<file path="config.mk">
export PLATFORM = sky130hd
export DESIGN_NAME = disp_arbiter
export DESIGN_NICKNAME = d
export VERILOG_FILES = /design/src/rtl/disp_pkg.sv /design/src/rtl/disp_scan_timer.sv /design/src/rtl/disp_arbiter.sv
export SDC_FILE = /design/constraint.sdc
export NUM_CORES = 1
export LEC_CHECK = 0
export ABC_AREA = 1
export BUFFER_PORTS_ARGS = -buffer_cell sky130_fd_sc_hd__buf_2
export CAP_MARGIN = 40
export CORE_ASPECT_RATIO = 0.7
export CORE_MARGIN = 3
export CORE_UTILIZATION = 44
export CTS_BUF_LIST = sky130_fd_sc_hd__clkbuf_8
export DETAILED_ROUTE_END_ITERATION = 16
export MAX_ROUTING_LAYER = met4
export PLACE_DENSITY = 0.78
export SYNTH_ARGS = -nofsm -noshare
export SYNTH_HDL_FRONTEND = slang
export SYNTH_SLANG_ARGS = --single-unit
</file>
<file path="constraint.sdc">
create_clock -name clk -period 1.6 [get_ports clk]
set_input_delay 0.32 -clock clk [delete_from_list [all_inputs] [get_ports clk]]
set_output_delay 0.32 -clock clk [all_outputs]
set_load 0.02 [all_outputs]
</file>
<file path="src/rtl/disp_pkg.sv">
// Shared types and constants for the seven-segment display arbiter.
// Glyphs are gfedcba, active-low.
package disp_pkg;

  typedef enum logic [1:0] {IDLE, SHOW, BLANK} state_t;

  localparam logic [1:0] SRC_LOSER  = 2'd0;
  localparam logic [1:0] SRC_WINNER = 2'd1;
  localparam logic [1:0] SRC_SCORE  = 2'd2;

  localparam logic [6:0] GLYPH_R     = 7'b0001000;
  localparam logic [6:0] GLYPH_E     = 7'b0000110;
  localparam logic [6:0] GLYPH_V     = 7'b1000001;
  localparam logic [6:0] GLYPH_O     = 7'b1000000;
  localparam logic [6:0] GLYPH_M     = 7'b1001000;
  localparam logic [6:0] GLYPH_A     = 7'b0001000;
  localparam logic [6:0] GLYPH_G     = 7'b0000010;
  localparam logic [6:0] GLYPH_BLANK = 7'b1111111;

  // Bit 0 has the highest priority.
  function automatic logic [1:0] top_req(input logic [2:0] r);
    if (r[0]) return SRC_LOSER;
    if (r[1]) return SRC_WINNER;
    return SRC_SCORE;
  endfunction

  function automatic logic [2:0] src_onehot(input logic [1:0] s);
    return 3'b001 << s;
  endfunction

endpackage

</file>
<file path="src/rtl/disp_scan_timer.sv">
// Digit-scan timebase: a slot of SCAN_DIV clocks per digit, eight slots per frame.
module disp_scan_timer #(
  parameter int unsigned SCAN_DIV = 100000
) (
  input  logic       clk,
  input  logic       reset,
  output logic [2:0] digit,
  output logic       tick,
  output logic       frame_end
);

  localparam int unsigned SW = (SCAN_DIV > 1) ? $clog2(SCAN_DIV) : 1;

  logic [SW-1:0] sc;

  assign tick      = (sc == SW'(SCAN_DIV - 1));
  assign frame_end = tick && (digit == 3'd7);

  always_ff @(posedge clk or negedge reset) begin
    if (!reset) begin
      sc    <= '0;
      digit <= '0;
    end else if (tick) begin
      sc    <= '0;
      digit <= digit + 3'd1;
    end else begin
      sc <= sc + SW'(1);
    end
  end

endmodule

</file>
<file path="src/rtl/disp_arbiter.sv">
// Fixed-priority arbiter for the shared 8-digit display: minimum hold time,
// one blank frame between messages, optional per-source blink.
module disp_arbiter
  import disp_pkg::*;
#(
  parameter int unsigned SCAN_DIV     = 100000,
  parameter int unsigned HOLD_FRAMES  = 125,
  parameter int unsigned BLINK_FRAMES = 62
) (
  input  logic        clk,
  input  logic        reset,
  input  logic [2:0]  req,
  input  logic [55:0] seg_data0,
  input  logic [55:0] seg_data1,
  input  logic [55:0] seg_data2,
  input  logic [2:0]  blink,
  output logic [7:0]  an,
  output logic [6:0]  seg,
  output logic [2:0]  grant,
  output logic        busy
);

  localparam int unsigned HW = $clog2(HOLD_FRAMES + 1);
  localparam int unsigned BW = $clog2(BLINK_FRAMES + 1);

  logic [2:0]    digit;
  logic          unused_tick;
  logic          frame_end;

  state_t        state, state_n;
  logic [1:0]    cur, cur_n;
  logic [HW-1:0] hold_cnt, hold_n;
  logic [BW-1:0] blink_cnt, blink_cnt_n;
  logic          blink_phase, phase_n;
  logic          higher;

  logic [55:0]   src_data;
  logic [7:0]    an_n;
  logic [6:0]    seg_n;
  logic [2:0]    grant_n;

  disp_scan_timer #(.SCAN_DIV(SCAN_DIV)) u_timer (
    .clk       (clk),
    .reset     (reset),
    .digit     (digit),
    .tick      (unused_tick),
    .frame_end (frame_end)
  );

  always_comb begin
    state_n     = state;
    cur_n       = cur;
    hold_n      = hold_cnt;
    blink_cnt_n = blink_cnt;
    phase_n     = blink_phase;
    higher      = |(req & ((3'b001 << cur) - 3'b001));
    if (frame_end) begin
      case (state)
        IDLE, BLANK: begin
          if (|req) begin
            state_n     = SHOW;
            cur_n       = top_req(req);
            hold_n      = '0;
            blink_cnt_n = '0;
            phase_n     = 1'b0;
          end else begin
            state_n = IDLE;
          end
        end
        SHOW: begin
          if (hold_cnt < HW'(HOLD_FRAMES)) hold_n = hold_cnt + HW'(1);
          if (blink_cnt == BW'(BLINK_FRAMES - 1)) begin
            blink_cnt_n = '0;
            phase_n     = ~blink_phase;
          end else begin
            blink_cnt_n = blink_cnt + BW'(1);
          end
          // Preemption tests the count from before this frame's increment.
          if (!req[cur]) state_n = BLANK;
          else if (higher && hold_cnt >= HW'(HOLD_FRAMES - 1)) state_n = BLANK;
        end
        default: state_n = IDLE;
      endcase
    end
  end

  always_comb begin
    case (cur)
      2'd0:    src_data = seg_data0;
      2'd1:    src_data = seg_data1;
      default: src_data = seg_data2;
    endcase
    an_n    = 8'hFF;
    seg_n   = GLYPH_BLANK;
    grant_n = '0;
    if (state == SHOW) begin
      seg_n   = src_data[7*digit +: 7];
      grant_n = src_onehot(cur);
      if (!(blink[cur] && blink_phase)) an_n = ~(8'b1 << digit);
    end
  end

  always_ff @(posedge clk or negedge reset) begin
    if (!reset) begin
      state       <= IDLE;
      cur         <= '0;
      hold_cnt    <= '0;
      blink_cnt   <= '0;
      blink_phase <= 1'b0;
    end else begin
      state       <= state_n;
      cur         <= cur_n;
      hold_cnt    <= hold_n;
      blink_cnt   <= blink_cnt_n;
      blink_phase <= phase_n;
    end
  end

  // busy is registered with the other outputs so all four move on the same edge.
  always_ff @(posedge clk or negedge reset) begin
    if (!reset) begin
      an    <= 8'hFF;
      seg   <= GLYPH_BLANK;
      grant <= '0;
      busy  <= 1'b0;
    end else begin
      an    <= an_n;
      seg   <= seg_n;
      grant <= grant_n;
      busy  <= (state != IDLE);
    end
  end

endmodule

</file>
; ---- Word-level counts from Yosys, hierarchy flattened
; Index checks and enable logic that the tools add are counted.
[word_totals]
regBits = 57
latch_bits = 0
ram_bits = 0
romBits = 0
in_bits = 176
wordCells = 87
memories = 0
[classes]
n_addsub = 5
mul = 1
n_div = 0
n_lt_le_gt_ge = 3
n_eq_ne = 10
n_shift = 3
mux = 36
bitwise_logic = 3
n_reduce_logical = 15
[ops]
columns = op, count
row1 = one-hot mux 56 bit (2 select lines), 1
row2 = variable part select 56 x 7 -> 7 bit, 1
row3 = two-way mux 7 bit, 3
row4 = "adder 17 x 1 -> 17 bit, second input constant", 1
row5 = "== test 17 bit, second input constant", 1
row6 = two-way mux 17 bit, 1
row7 = two-way mux 8 bit, 2
row8 = two-way mux 1 bit, 14
row9 = one-hot mux 7 bit (2 select lines), 1
row10 = two-way mux 2 bit, 6
row11 = two-way mux 6 bit, 2
row12 = one-hot mux 6 bit (2 select lines), 1
row13 = NOT 8 bit, 1
row14 = AND reduction 4 bit, 2
row15 = "<< shifter 1 x 3 -> 8 bit, first input constant", 1
row16 = "adder 7 x 1 -> 7 bit, second input constant", 1
row17 = ">= comparator 7 bit, second input constant", 1
row18 = "less-than comparator 7 bit, second input constant", 1
row19 = "adder 6 x 1 -> 6 bit, second input constant", 1
row20 = "== test 6 bit, second input constant", 1
row21 = "multiplier 3 x 3 -> 6 bit, first input constant", 1
row22 = "inequality test 2 bit, second input constant", 3
row23 = AND reduction 3 bit, 2
row24 = OR reduction 3 bit, 2
row25 = other kinds (19), 25

; ---- Logic depth before layout (Yosys ltp)
[depth]
depth_word = 10
ltp_mapped = 11
ltp_nobuf = 11

; ---- Cells and area by module
; Synthesis repeated with hierarchy kept, for this count alone.
[unflattened]
hier_cells = 698
hier_area_um2 = 4413.0
[by_module_without_submodules]
columns = mod, n_inst, cells_per_inst, area_per_inst_um2
row1 = disp_arbiter, 1, 548, 3236.9
row2 = disp_scan_timer, 1, 150, 1176.1

; ---- Worst setup path after synthesis
; OpenSTA, ideal clock, no wires.
[synth_timing]
path_type = reg2reg
startpoint = reg u_timer.digit[0]
endpoint = reg u_timer.digit[1]
setup_ns = 0.129
arrival_time_ns = 1.372
t_required_ns = 1.471
path_slack_ns = 0.099
path_stages_with_launch = 7
path_buffers = 2
period_less_slack_ns = 1.501
path_cell_list = dfrtp_1 -> buf_2 -> clkinv_1 -> buf_1 -> ha_1 -> nand2_1 -> o21ai_0
[synth_via]
elab_chain_cells = 1
[synth_lines]
columns = item, line
row1 = from (decl), disp_scan_timer.sv:7  ; output logic [2:0] digit,
row2 = from (signal assigned), disp_scan_timer.sv:25  ; digit <= digit + 3'd1;
row3 = adder 3 x 1 -> 3 bit, disp_scan_timer.sv:25
; No other way between the ends.
; A chain may end at the register's enable or synchronous reset.

; ---- Final worst setup path
[layout_timing]
startpoint = reg u_timer.sc[1]
endpoint = reg hold_cnt[4]
[layout_via]
elab_chain_cells = 3
[layout_lines]
columns = item, line
row1 = from (decl), disp_scan_timer.sv:14  ; logic [SW-1:0] sc;
row2 = from (signal assigned), disp_scan_timer.sv:27  ; sc <= sc + SW'(1);
row3 = == test 17 bit, disp_scan_timer.sv:16  ; assign tick = (sc == SW'(SCAN_DIV - 1));
row4 = logical AND 1 bit, disp_scan_timer.sv:17  ; assign frame_end = tick && (digit == 3'd7);
row5 = AND reduction 4 bit (no source line), -
row6 = to (signal assigned), disp_arbiter.sv:113  ; hold_cnt <= hold_n;
row7 = to (decl), disp_arbiter.sv:32  ; logic [HW-1:0] hold_cnt, hold_n;
; No other way between the ends.

==> out/results.tsv <==
stage	metric	value	unit
finish	Finished Layout Cells	983	
drt	Post-route DRC	0	
finish	most common cell after layout, fill and taps aside	nand2_1	
clock_network	Max Buffers Root-to-Sink	2	
worst_setup_path	worst setup path start	u_timer.sc[1]	
clock_network	Clk Latency, worst-skew pair	0.34	ns
sta	RSZ-0062 raised after global routing	true	
worst_setup_path	Worst setup SP type	register	
worst_setup_path	critical path type	reg -> reg	
sta	worst rel slew slack	69.98	%
finish	area taken by multi-input logic gates	0.002575	sq mm
worst_setup_path	worst-path maximum fanout	6	
drt	DRT iter0 DRCs	525	
die	IO Count	195	
die	Initial Utilization	46.17	%
sta	Final Setup Violations	0	
drt	Routed WL	15420	microns
clock_network	H-tree depth	3	
drt	DRT Pass-1 Iters	5	
power_and_ir_drop	power density over the cells	571.0	mW/mm^2
sta	Fin Hold WS	0.2593	ns
yosys	mapped cell area	0.004272	sq mm
clock_network	CTS tree	built	
yosys	Most used DFF post-synth	dfrtp_1	
sta	Max Slew Vio Count	0	
finish	share of cells above drive strength 1	35.27	%
sta	skew final	0.01423	ns
yosys	Avg Inst Size Synth	6.633	sq um
finish	number of diodes	0	
sta	final-report hold violation count	0	
drt	Routed WL per cell	15.69	microns
power_and_ir_drop	Tot Pwr	3.403	mW
grt	GRT met1 Usage	36.13	%
die	Rows	29	
grt	pin count of the biggest net entering global routing	50	
yosys	Synth Register Bits	57	
sta	Least-Margin Pin Slew	0.4503	ns
finish	Layout area overhead	39.54	%
run_status	outcome	completed	
grt	initial antenna violation count	0	
power_and_ir_drop	static leakage	3.014	nW
clock_network	total CTS buffers	9	
die	total die area	0.01095	sq mm
grt	vias in the first global route	4733	
finish	Layout Nets	1041	
clock_network	Worst-path clk slew	0.07	ns
finish	most frequent cells in the layout	197 x nand2_1, 194 x buf_2, 116 x nand3_1, 59 x a21oi_1, 40 x dfrtp_1	
worst_setup_path	RR Startpoint	u_timer.sc[1]	
worst_hold_path	hold_sp	req[1]	
sta	final period utilization	98.25	%
clock_network	Clock Sink Count	57	
worst_setup_path	Critical Path AT	1.81	ns
die	Die Y	88.44	microns
placed_design	post-placement setup slack	-0.006187	ns
grt	Total Routing Usage GR	27.46	%
placed_design	DP HPWL	11510	microns
grt	busiest grt layer	met2	
worst_setup_path	required time of the critical path	1.84	ns
finish	Reg area	0.001448	sq mm
flow_run	Max Cap Violations	0	
sta	Max Clk Rate	636.1	MHz
grt	first-pass GRT wire length	22760	microns
power_and_ir_drop	Max VDD drop	0.3707	mV
drt	Routed Antenna Nets	0	
worst_setup_path	CP endpoint kind	register	
grt	met3 global-route usage	6.134	%
drt	via/cell ratio	5.434	
yosys	ys async rst share	100.0	%
yosys	sequential element share of the synthesized area	33.83	%
die	Die W	123.8	microns
placed_design	placed cell count	954	
grt	GR Util met2	43.01	%
yosys	Yosys warnings	0	
grt	Overflow after GRT	0	
clock_network	Clk Tree Root Cell	clkbuf_8	
finish	Core Util, Final	64.42	%
yosys	Cell variety after synth	32	
sta	Worst Slack Setup Final	0.02793	ns
yosys	Post-Syn Instances	644	
worst_hold_path	worst min-delay path category	in -> reg	
placed_design	IO buf count	194	
drt	via count	5342	
die	core area	0.009253	sq mm
placed_design	GP Congestion	0.9549	
finish	Fillers	800	
sta	min Tclk post-route	1.572	ns
yosys	EDFF count, synth	0	
yosys	syn nets	831	
## flip-flops by register name, indices dropped and copies added, names as in the netlist
| register | cells |
|---|---|
| blink_phase | 1 |
| grant | 3 |
| blink_cnt | 6 |
| cur | 2 |
| u_timer.sc | 17 |
| u_timer.digit | 3 |
| busy | 1 |
| an | 8 |
| hold_cnt | 7 |
| seg | 7 |
| state | 2 |
## cell usage after synthesis, types with 2 or more instances
cell type / count / area share, %
buf_2: 11 / 1.3
dfstp_2: 15 / 9.2
clkbuf_1: 15 / 1.3
nand3_2: 2 / 0.47
nand2_1: 206 / 18
dfrtp_1: 42 / 25
nor2_2: 3 / 0.44
inv_2: 4 / 0.35
o21ai_1: 8 / 0.94
buf_6: 3 / 0.79
xor2_1: 12 / 2.5
nand3_4: 2 / 0.82
o21bai_1: 4 / 0.70
inv_1: 42 / 3.7
nand4_1: 21 / 3.1
o21ai_0: 9 / 1.1
nor3_1: 5 / 0.59
buf_1: 3 / 0.26
nor2_1: 37 / 3.3
a21oi_1: 59 / 6.9
ha_1: 11 / 3.2
nand3_1: 118 / 14
nor2_4: 3 / 0.79
## worst max-delay path, cell delays in order (launching register included)
cell	delay, ns
dfrtp_1	0.36
ha_2	0.19
nand2_2	0.06
inv_2	0.08
nand2_2	0.07
nor2_4	0.12
nand3_4	0.10
nor2_8	0.19
nand3_4	0.13
nand2_1	0.10
nand2_1	0.05
## cell families after synthesis
logic type      count (synthesis)  share of synthesized area [%]
flops                          57                          33.83
fa+ha+maj                      11                          3.222
compound gates                 82                          9.930
simple gates                  401                          42.38
xor+xnor                       13                          2.666
buf+inv                        80                          7.967
## cell type report
cell class	count	area share, %
clock buffer	12	2.771
clock inverter	4	1.238
inverter	47	3.065
multi-input combinational	509	43.20
sequential	57	24.29
tap	124	2.603
timing repair buffer	230	22.84
## report_power, final
group / internal, mW / total, mW / switching [mW] / leakage, nW
Sequential: 1.44 / 1.44 / 0 / 0.696
Combinational: 0.201 / 0.362 / 0.161 / 2.20
Clock: 1.00 / 1.60 / 0.595 / 0.123
Total: 2.65 / 3.40 / 0.756 / 3.01
## per-layer routing
metal  vias up  routed length (microns)
met2       284                     7048
met5         -                        0
li1       2566                        -
met1      2455                     6325
met4         0                      370
met3        37                     1677
## path summary, 6_finish.rpt
kind / to / slack, ns / cells after the start
max: hold_cnt[4] / 0.03 / 10
min: cur[0] / 0.26 / 3
max reg2reg: hold_cnt[4] / 0.03 / 10
min reg2reg: u_timer.sc[14] / 0.53 / 1
max in group asynchronous: seg[2] / 0.58 / 3
min in group asynchronous: u_timer.sc[14] / 0.46 / 2
## stage by stage
step             TNS (ns)  instance area [sq um]
2_1_floorplan           0                   4272
3_3_place_gp            0                   5485
3_5_place_dp    -0.006187                   5485
4_1_cts        -0.0007185                   5753
5_1_grt           -0.6571                   5961
6_report                0                   5961
## repair_timing
action | in CTS | in global routing
setup endpoints to repair | 9 | 31
gates resized for setup | 1 | 27
pin swaps | 4 | 15
cloned | 1 | 4
buffers inserted | 1 | 6
hold buffers | 1 | 0
endpoints found under the hold margin | 14 | 0
No activity file was read; power rests on OpenSTA's default activity.
